<file path="config.mk">
export PLATFORM = sky130hd
export DESIGN_NAME = health_bar_renderer
export DESIGN_NICKNAME = d
export VERILOG_FILES = /design/src/rtl/health_bar_renderer.sv
export SDC_FILE = /design/constraint.sdc
export NUM_CORES = 1
export LEC_CHECK = 0
export CAP_MARGIN = 40
export CELL_PAD_IN_SITES_DETAIL_PLACEMENT = 0
export CELL_PAD_IN_SITES_GLOBAL_PLACEMENT = 1
export CORE_MARGIN = 2
export CORE_UTILIZATION = 40
export CTS_BUF_LIST = sky130_fd_sc_hd__clkbuf_8
export DETAILED_ROUTE_END_ITERATION = 8
export PLACE_DENSITY_LB_ADDON = 0.1
export SLEW_MARGIN = 15
export SYNTH_ARGS = -nofsm -noshare
export SYNTH_HDL_FRONTEND = slang
export SYNTH_SLANG_ARGS = --single-unit
export TNS_END_PERCENT = 10
</file>
<file path="constraint.sdc">
create_clock -name clk_in -period 2.61 [get_ports clk_in]
set_clock_uncertainty 0.1 [all_clocks]
set_input_delay 0.3915 -clock clk_in [delete_from_list [all_inputs] [get_ports clk_in]]
set_output_delay 0.3915 -clock clk_in [all_outputs]
set_load 0.005 [all_outputs]
</file>
<file path="src/rtl/health_bar_renderer.sv">
// health_bar_renderer
//
// Owns one fighter's health and draws that fighter's health bar as a 24-bit
// display layer. A pixel value of 0 means transparent.
//
// Damage strobes reduce health, with saturation at zero. Each damage strobe
// also starts a short white hit flash. Once per frame, a red "ghost" segment
// drains toward the current health. The renderer reads only the per-frame
// snapshot registers, so the bar never changes in the middle of a frame.
//
// Ports
//   clk_in           pixel clock
//   rst_in           synchronous, active-high reset
//   hcount_in        raster x (11 bits)
//   vcount_in        raster y (10 bits)
//   new_frame_in     one-cycle pulse at frame start
//   round_start_in   one-cycle pulse: refill health and leave KO
//   damage_valid_in  one-cycle damage strobe
//   damage_in        damage amount
//   health_out       current health (registered)
//   ko_out           high while knocked out (registered)
//   pixel_out        layer colour, 2 cycles after hcount_in/vcount_in
module health_bar_renderer #(
  parameter int X0           = 32,
  parameter int Y0           = 16,
  parameter int BAR_H        = 16,
  parameter int MAX_HEALTH   = 200,
  parameter int FLASH_FRAMES = 8,
  parameter int MIRROR       = 0
) (
  input  logic        clk_in,
  input  logic        rst_in,
  input  logic [10:0] hcount_in,
  input  logic [9:0]  vcount_in,
  input  logic        new_frame_in,
  input  logic        round_start_in,
  input  logic        damage_valid_in,
  input  logic [7:0]  damage_in,
  output logic [7:0]  health_out,
  output logic        ko_out,
  output logic [23:0] pixel_out
);

  localparam logic [7:0]  HEALTH_FULL = 8'(MAX_HEALTH);
  localparam logic [7:0]  FLASH_LOAD  = 8'(FLASH_FRAMES);
  localparam logic [7:0]  O_LAST      = 8'(MAX_HEALTH - 1);
  localparam logic [10:0] X_LO        = 11'(X0);
  localparam logic [10:0] X_HI        = 11'(X0 + MAX_HEALTH - 1);
  localparam logic [9:0]  Y_LO        = 10'(Y0);
  localparam logic [9:0]  Y_HI        = 10'(Y0 + BAR_H - 1);

  localparam logic [23:0] C_WHITE = 24'hFFFFFF;
  localparam logic [23:0] C_GREEN = 24'h00FF00;
  localparam logic [23:0] C_RED   = 24'hFF0000;
  localparam logic [23:0] C_EMPTY = 24'h202020;
  localparam logic [23:0] C_KO    = 24'h400000;

  typedef enum logic {FIGHT, KO} state_t;

  state_t     state;
  logic [7:0] health;
  logic [7:0] ghost;
  logic [7:0] flash;
  logic [7:0] snap_health;
  logic [7:0] snap_ghost;
  // Only bit 1 of the flash counter decides the flash colour, so the
  // snapshot keeps only that bit.
  logic       snap_flash_hi;

  // Subtraction that saturates at zero. Operands are widened to signed
  // 10 bits so a negative result can be detected without wrap-around.
  function automatic logic [7:0] sat_sub(input logic [7:0] a, input logic [7:0] b);
    logic signed [9:0] diff;
    diff = $signed({2'b00, a}) - $signed({2'b00, b});
    return (diff < 0) ? 8'd0 : diff[7:0];
  endfunction

  // Colour inside the bar box, in priority order.
  function automatic logic [23:0] bar_colour(input logic       border,
                                             input logic [7:0] o,
                                             input logic [7:0] sh,
                                             input logic [7:0] sg,
                                             input logic       flash_hi,
                                             input logic       ko);
    if (border)       return C_WHITE;
    else if (o < sh)  return flash_hi ? C_WHITE : C_GREEN;
    else if (o < sg)  return C_RED;
    else              return ko ? C_KO : C_EMPTY;
  endfunction

  logic [7:0] dmg_health;
  assign dmg_health = sat_sub(health, damage_in);
  assign health_out = health;

  // Game state. Updates in program order: the frame tick runs first, then
  // round_start or damage. This order has three effects:
  // - Damage overrides the flash decrement on a coincident frame tick.
  // - round_start overrides everything except the snapshot.
  // - Both the snapshot and the ghost compare use pre-edge values.
  always_ff @(posedge clk_in) begin
    if (rst_in) begin
      state         <= FIGHT;
      ko_out        <= 1'b0;
      health        <= HEALTH_FULL;
      ghost         <= HEALTH_FULL;
      flash         <= 8'd0;
      snap_health   <= HEALTH_FULL;
      snap_ghost    <= HEALTH_FULL;
      snap_flash_hi <= 1'b0;
    end else begin
      if (new_frame_in) begin
        snap_health   <= health;
        snap_ghost    <= ghost;
        snap_flash_hi <= flash[1];
        if (ghost > health)      ghost <= ghost - 8'd1;
        else if (ghost < health) ghost <= health;
        if (flash != 8'd0)       flash <= flash - 8'd1;
      end
      if (round_start_in) begin
        health <= HEALTH_FULL;
        ghost  <= HEALTH_FULL;
        flash  <= 8'd0;
        state  <= FIGHT;
        ko_out <= 1'b0;
      end else if (state == FIGHT && damage_valid_in) begin
        health <= dmg_health;
        flash  <= FLASH_LOAD;
        if (dmg_health == 8'd0) begin
          state  <= KO;
          ko_out <= 1'b1;
        end
      end
    end
  end

  // Raster decode, feeding pipeline stage 1.
  logic       in_box_c;
  logic       border_c;
  logic [7:0] dx;
  logic [7:0] o_c;

  assign in_box_c = (hcount_in >= X_LO) && (hcount_in <= X_HI) &&
                    (vcount_in >= Y_LO) && (vcount_in <= Y_HI);
  assign border_c = (vcount_in == Y_LO) || (vcount_in == Y_HI);
  // Modulo-256 arithmetic is sufficient: the offset only matters inside the box.
  assign dx       = hcount_in[7:0] - X_LO[7:0];
  assign o_c      = (MIRROR != 0) ? (O_LAST - dx) : dx;

  // Stage 1: box membership, border flag and bar offset.
  logic       in_box_p1;
  logic       border_p1;
  logic [7:0] o_p1;

  always_ff @(posedge clk_in) begin
    if (rst_in) begin
      in_box_p1 <= 1'b0;
      border_p1 <= 1'b0;
      o_p1      <= 8'd0;
    end else begin
      in_box_p1 <= in_box_c;
      border_p1 <= border_c;
      o_p1      <= o_c;
    end
  end

  // Stage 2: colour lookup against the frame snapshot.
  always_ff @(posedge clk_in) begin
    if (rst_in) begin
      pixel_out <= 24'h000000;
    end else if (in_box_p1) begin
      pixel_out <= bar_colour(border_p1, o_p1, snap_health, snap_ghost,
                              snap_flash_hi, ko_out);
    end else begin
      pixel_out <= 24'h000000;
    end
  end

endmodule

</file>
==> results of run 1 <==
## final timing paths
check | end | slack, ns | depth (start not counted)
hold reg to reg | snap_ghost[3] | 0.39 | 2
setup / recovery | state | 0.12 | 10
hold / removal | snap_ghost[3] | 0.39 | 2
setup reg to reg | ghost[4] | 0.13 | 8
## cells by family (layout without fill, tap and decap cells)
kind of cell             count (synthesis)  count (layout)  share of synthesized area [%]
AO/OA/AOI/OAI                           90              90                           17.3
XOR/XNOR                                13              13                           3.27
adder cells (fa/ha/maj)                 37              37                           13.5
buffers and inverters                   68             149                           9.40
flip-flops                              59              59                           33.9
multiplexers                            17              17                           4.99
AND/OR/NAND/NOR                        125             125                           17.7
## worst min-delay path, delay by kind of cell (launching register included)
family | cells | cell delay, ns
flip-flops | 1 | 0.30
AO/OA/AOI/OAI | 1 | 0.08
buffers and inverters | 1 | 0.07
## sequential cells by signal, indices dropped and copies added, names as in the netlist
| register | cells |
|---|---|
| snap_ghost | 8 |
| border_p1 | 1 |
| flash | 8 |
| in_box_p1 | 1 |
| snap_flash_hi | 1 |
| ghost | 8 |
| state | 1 |
| pixel_out | 7 |
| snap_health | 8 |
| o_p1 | 8 |
| health_out | 8 |
## routing by layer
metal  share of wire, %  vias up  track usage [%]
li1                   -     1570                -
met1                 49     1404             26.4
met2                 45       79             29.5
met3                5.5        4             4.32
met4               0.70        0             5.45
met5                  0        -                0
## cells in the mapped netlist, types with 5 or more instances
cell type	n	area (µm²)
mux2i_1	14	140
inv_1	42	158
buf_4	17	128
nor2b_1	9	56.3
xnor2_1	7	61.3
nand3_1	9	45.0
nor3_1	10	50.1
a21oi_1	27	135
xor2_1	6	52.6
clkbuf_1	5	18.8
ha_1	36	450
o21ai_0	14	70.1
o211ai_1	8	60.1
nand2b_1	5	31.3
nand2_1	23	86.3
nor2_1	44	165
dfxtp_1	59	1180
## report_power, final
part	leakage, nW	switching, W	internal, W	total, W
clock	0.108	0.000358	0.000554	0.000912
sequential	0.480	0.0000274	0.000937	0.000964
combinational	1.34	0.000344	0.000312	0.000656
## placed cells by master, fill, tap and decap left out, drive strengths merged, types with 4 or more instances in the layout
cell type      instances
or2                    5
nor2                  44
buf                   25
ha                    36
clkbuf                10
a22oi                  4
o31ai                  4
nor3                  10
nor2b                  9
nand2b                 5
nand3                  9
mux2i                 14
inv                   43
dfxtp                 59
a211oi                 4
xnor2                  7
or3                    5
nand4                  5
o211ai                 8
clkdlybuf4s50         66
o21ai                 17
nand2                 23
a21oi                 27
xor2                   6
## stage by stage
stage / setup WS (ns) / hold WS, ns / util, %
2_1_floorplan: 0.279 / 0.357 / -
3_3_place_gp: -0.210 / 0.379 / 50.1
3_5_place_dp: -0.291 / 0.385 / 50.1
4_1_cts: 0.0563 / 0.396 / 52.6
5_1_grt: 0.0318 / 0.416 / 52.7
6_report: 0.125 / 0.391 / 52.7
## cell type report
class / instances / area [µm²]
clock buffers: 10 / 138
clock inverters: 5 / 77.6
fillers: 838 / 4060
inverters: 43 / 161
multi-input cells: 282 / 1990
flip-flops and latches: 59 / 1180
well taps: 108 / 135
repair buffers: 91 / 848
## repair_timing
action / in CTS / in global routing
resized for setup: 0 / 2
buffers inserted: 0 / 0
endpoints found under the setup margin: 0 / 3
hold buffers: 0 / 0
==> metrics.txt, run 1 <==
outcome completed; clock root buffer clkbuf_8; DRC Markers 0; Die Wd 97.4 µm; first drt pass iteration count 4; post-synthesis cell area 0.00349 mm²; final setup TNS 0 ns; GP Congestion 0.820; type of the worst min-delay path flop to flop; initial antenna violation count 0; crit-path cells clkdlybuf4s50_1 -> ha_1 -> inv_1 -> fa_1 -> a211oi_2 -> o21bai_1 -> a21oi_1 -> xor2_1 -> o21ai_0 -> a221oi_1; # rows 34; hold path startpoint snap_ghost[3]; Sinks on Clock Net 59; Slew Viols, Final 0; max-cap violations 0; CTS Buf Count 9; FF+latch count, synth 59; DIE HEIGHT 97.4 µm; initial core utilization 40.6%; CTS tree built; P&R area growth vs syn 29.9%; H-tree lvl count 3; EDFF count, synth 0; Die ar. 0.00948 mm²; GRT overflow 0; Avg Synthesized Cell Area 8.53 µm²; fin cells 598; # port buffers 66; dpl cells 583; P per Cell Area 559 mW/mm²; Crit path largest cell delay 0.48 ns; crit path launch damage_in[0]; Peak VDD IR 346 µV; vias in the first global route 2963; reg2reg start health_out[6]; CP Buf/Inv Count 2; Placement Cell Area 0.00430 mm²; layout cells sized above 1 11.2%; total number of vias 3057; Max clock buf depth 2; boundary pin count 67; Synth Net Count 480; Crit path required time 2.76 ns; RSZ-0062 raised after global routing no; worst slew pin tran 0.453 ns; fin area 0.00453 mm²; Setup Viol. Count Final 0; Static Leak 1.93 nW; final hold violations 0; Mapped Cells 409; WL per Instance 14.1 µm; Peak Freq 0.402 GHz; Via density 5.11; final wirelength 8440 µm; crit share post-route 95.2%; ys flop type dfxtp_1; register area share after synthesis 33.9%; core area 0.00859 mm²; Crit path max-delay family compound AO/OA/AOI/OAI gates; largest net degree at the start of global routing 28; clk slew on worst S/H paths 0.06 ns; worst relative slew slack 69.5%; first-pass GRT wire length 14600 µm; Nets 557; post-synth cell types 60; Worst EP arrival 2.63 ns; CP Launch Type input port; crit-path max FO 2; synth warn 0; # diodes 0; Final ANT Viol Nets 0; WS Path Type input port to flop; final worst path period need 2.49 ns; critical path endpoint category flop; async set-reset flop share out of synthesis 0%; Slowest-stage cell, CP clkdlybuf4s50_1; GRT Total Usage 19.0%; initial detailed-routing violation count 118; HPWL after DPL 6690 µm; Pwr Total 0.00253 W; clk_lat worst skew 0.34 ns
Power figures use the tool's default switching activity.
==> inputs of run 2 (changes only) <==
Settings changed: CTS_CLUSTER_DIAMETER from default to 80.
==> results of run 2 <==
Final layout, timing and power as in run 1 (identical DEF).
==> inputs of run 3 (changes only) <==
Settings changed: CORE_MARGIN 2 to default.
==> run 3 against run 2 <==
  * Worst hold slack improved by 0.0027 ns
  * Clock power is 15% lower
  * Power shrank 5.5%
  * Clock-buffer cell count rose by 3
  * Combinational power fell by 2%
  * Maximum frequency increased by 1.1%
  * Critical endpoint is now ghost[4]
  * Highest routed layer unchanged
==> metrics.txt, run 3 (synthesis gave the netlist of run 1 again) <==
Max clock buf depth 2 (unchanged); CP Launch Type flop; Worst EP arrival 2.58 ns (-0.05 ns); DRC Markers 0 (unchanged); Nets 553 (-0.72%); Crit path largest cell delay 0.45 ns (-0.03 ns); final hold violations 0 (unchanged); Slowest-stage cell, CP or3_4; first-pass GRT wire length 13700 µm (-5.7%); crit-path max FO 5 (+3); GRT overflow 0 (unchanged); total number of vias 3007 (-1.6%); final setup TNS 0 ns (unchanged); CTS tree built; Slew Viols, Final 0 (unchanged); dpl cells 576 (-1.2%); Die ar. 0.00910 mm² (-4.1%); hold buffers post-CTS 0 (unchanged); # port buffers 66 (unchanged); core area 0.00834 mm² (-2.9%); Sinks on Clock Net 59 (unchanged); clock root buffer clkbuf_8; worst relative slew slack 68.6% (-0.90 points); largest net degree at the start of global routing 32 (+14%); type of the worst min-delay path flop to flop; final hold slack 0.394 ns (+0.00271 ns); hold path startpoint snap_health[7]; initial detailed-routing violation count 94 (-20%); layout cells sized above 1 10.3% (-0.96 points); most frequent cells in the layout clkdlybuf4s50_1, dfxtp_1, inv_1, nor2_1, ha_1; P per Cell Area 535 mW/mm² (-4.3%); Reg power frac 40.5% (+2.4 points); Switching Power 0.000706 W (-3.1%); P&R area growth vs syn 28.3%; reg2reg start health_out[6]; # diodes 0 (unchanged); HPWL after DPL 6520 µm (-2.6%); # rows 33 (-2.9%); worst slew pin tran 0.466 ns (+0.0134 ns); fin cells 592 (-1.0%); RSZ-0062 raised after global routing no; GP Congestion 0.809 (-1.3%); CTS Buf Count 9 (unchanged); clk slew on worst S/H paths 0.07 ns (about the same); initial antenna violation count 0 (unchanged); most common cell after layout, fill and taps aside clkdlybuf4s50_1; crit-path cells inv_1 -> ha_1 -> nand4_2 -> or3_4 -> o21ai_2 -> o31a_1 -> mux2_1 -> a32o_1; Fillers 801 (-4.4%); final worst path period need 2.46 ns (-0.0262 ns); switching share of total power 29.5% (+0.72 points); Crit path required time 2.73 ns (-0.03 ns); final wirelength 8320 µm (-1.4%); Clk pwr share 32.6% (-3.4 points); DIE HEIGHT 95.4 µm (-2.1%); H-tree lvl count 3 (unchanged); Static Leak 1.91 nW (-0.98%); Pwr Total 0.00239 W (-5.5%); first drt pass iteration count 4 (unchanged); crit path launch health_out[6]; WL per Instance 14.1 µm (-0.43%); clk_lat worst skew 0.33 ns (about the same); GRT Total Usage 20.0% (+1.0 points); Via density 5.08 (-0.64%); vias in the first global route 2839 (-4.2%); WS Path Type flop to flop; max-cap violations 0 (unchanged); Peak VDD IR 382 µV (+11%); Peak Freq 0.407 GHz (+1.1%); outcome completed; Setup Viol. Count Final 0 (unchanged); initial core utilization 41.8% (+1.2 points); Die Wd 95.4 µm (-2.1%); crit share post-route 94.2% (-1.0 points); critical path endpoint category flop; Final ANT Viol Nets 0 (unchanged); boundary pin count 67 (unchanged); Logic pwr share 27.0% (+1.1 points); Int Pwr 0.00169 W (-6.4%)
run 3: changes by cell type in the layout (fill, tap and decap cells not counted), sizes merged:
cell / before / now
buf: 25 / 21
clkbuf: 10 / 13
bufinv: 2 / 0
inv: 43 / 45
clkinv: 2 / 1
clkinvlp: 1 / 0
run 3: through the flow:
stage	utilization (%)	worst slack [ns]	cell area (µm²)
2_1_floorplan	-	0.279	3490
3_3_place_gp	51.2	-0.239	4270
3_5_place_dp	51.2	-0.288	4270
4_1_cts	53.5	0.0485	4460
5_1_grt	53.6	0.0274	4470
6_report	53.6	0.151	4470
run 3: power by group through the flow:
stage	Clock (W)	Combinational (W)	Sequential, W
6_report	0.000779	0.000645	0.000969
5_1_grt	0.000838	0.000718	0.000973
2_1_floorplan	0	0.000438	0.000982
4_1_cts	0.000799	0.000641	0.000969
3_5_place_dp	0	0.000637	0.000989
3_3_place_gp	0	0.000632	0.000989
run 3: layout make-up:
| class | count | area (µm²) | area share (%) |
|---|---|---|---|
| clock buffers | 13 | 179 | 4.00 |
| clock inverters | 3 | 12.5 | 0.280 |
| multi-input cells | 282 | 1990 | 44.5 |
| flip-flops and latches | 59 | 1180 | 26.4 |
| well taps | 105 | 131 | 2.94 |
| repair buffers | 87 | 818 | 18.3 |
| inverters | 43 | 161 | 3.61 |
run 3: routing by layer:
| layer | track usage [%] | routed length, µm | share of wire (%) |
|---|---|---|---|
| met5 | 0 | 0 | 0 |
| met4 | 5.60 | 87 | 1.0 |
| met3 | 5.18 | 377 | 4.5 |
| met2 | 31.5 | 3810 | 46 |
| met1 | 26.9 | 4040 | 49 |
run 3: critical path: cells and delay by family (launching register included):
kind                       cells  cell delay, ns
AOI/OAI and AO/OA              3            0.56
adders and majority gates      1            0.31
DFF                            1            0.37
and+or+nand+nor                2            0.59
buffers and inverters          1            0.07
muxes                          1            0.35
run 3: final timing paths:
check / to / slack, ns / cells after the start
min reg2reg: snap_health[7] / 0.39 / 2
min: snap_health[7] / 0.39 / 2
max: ghost[4] / 0.15 / 8
max reg2reg: ghost[4] / 0.15 / 8
run 3: repair_timing:
item	4_1_cts	5_1_grt
gates resized for setup	0	2
endpoints found under the hold margin	0	0
setup buffers	0	0
setup endpoints to repair	0	4
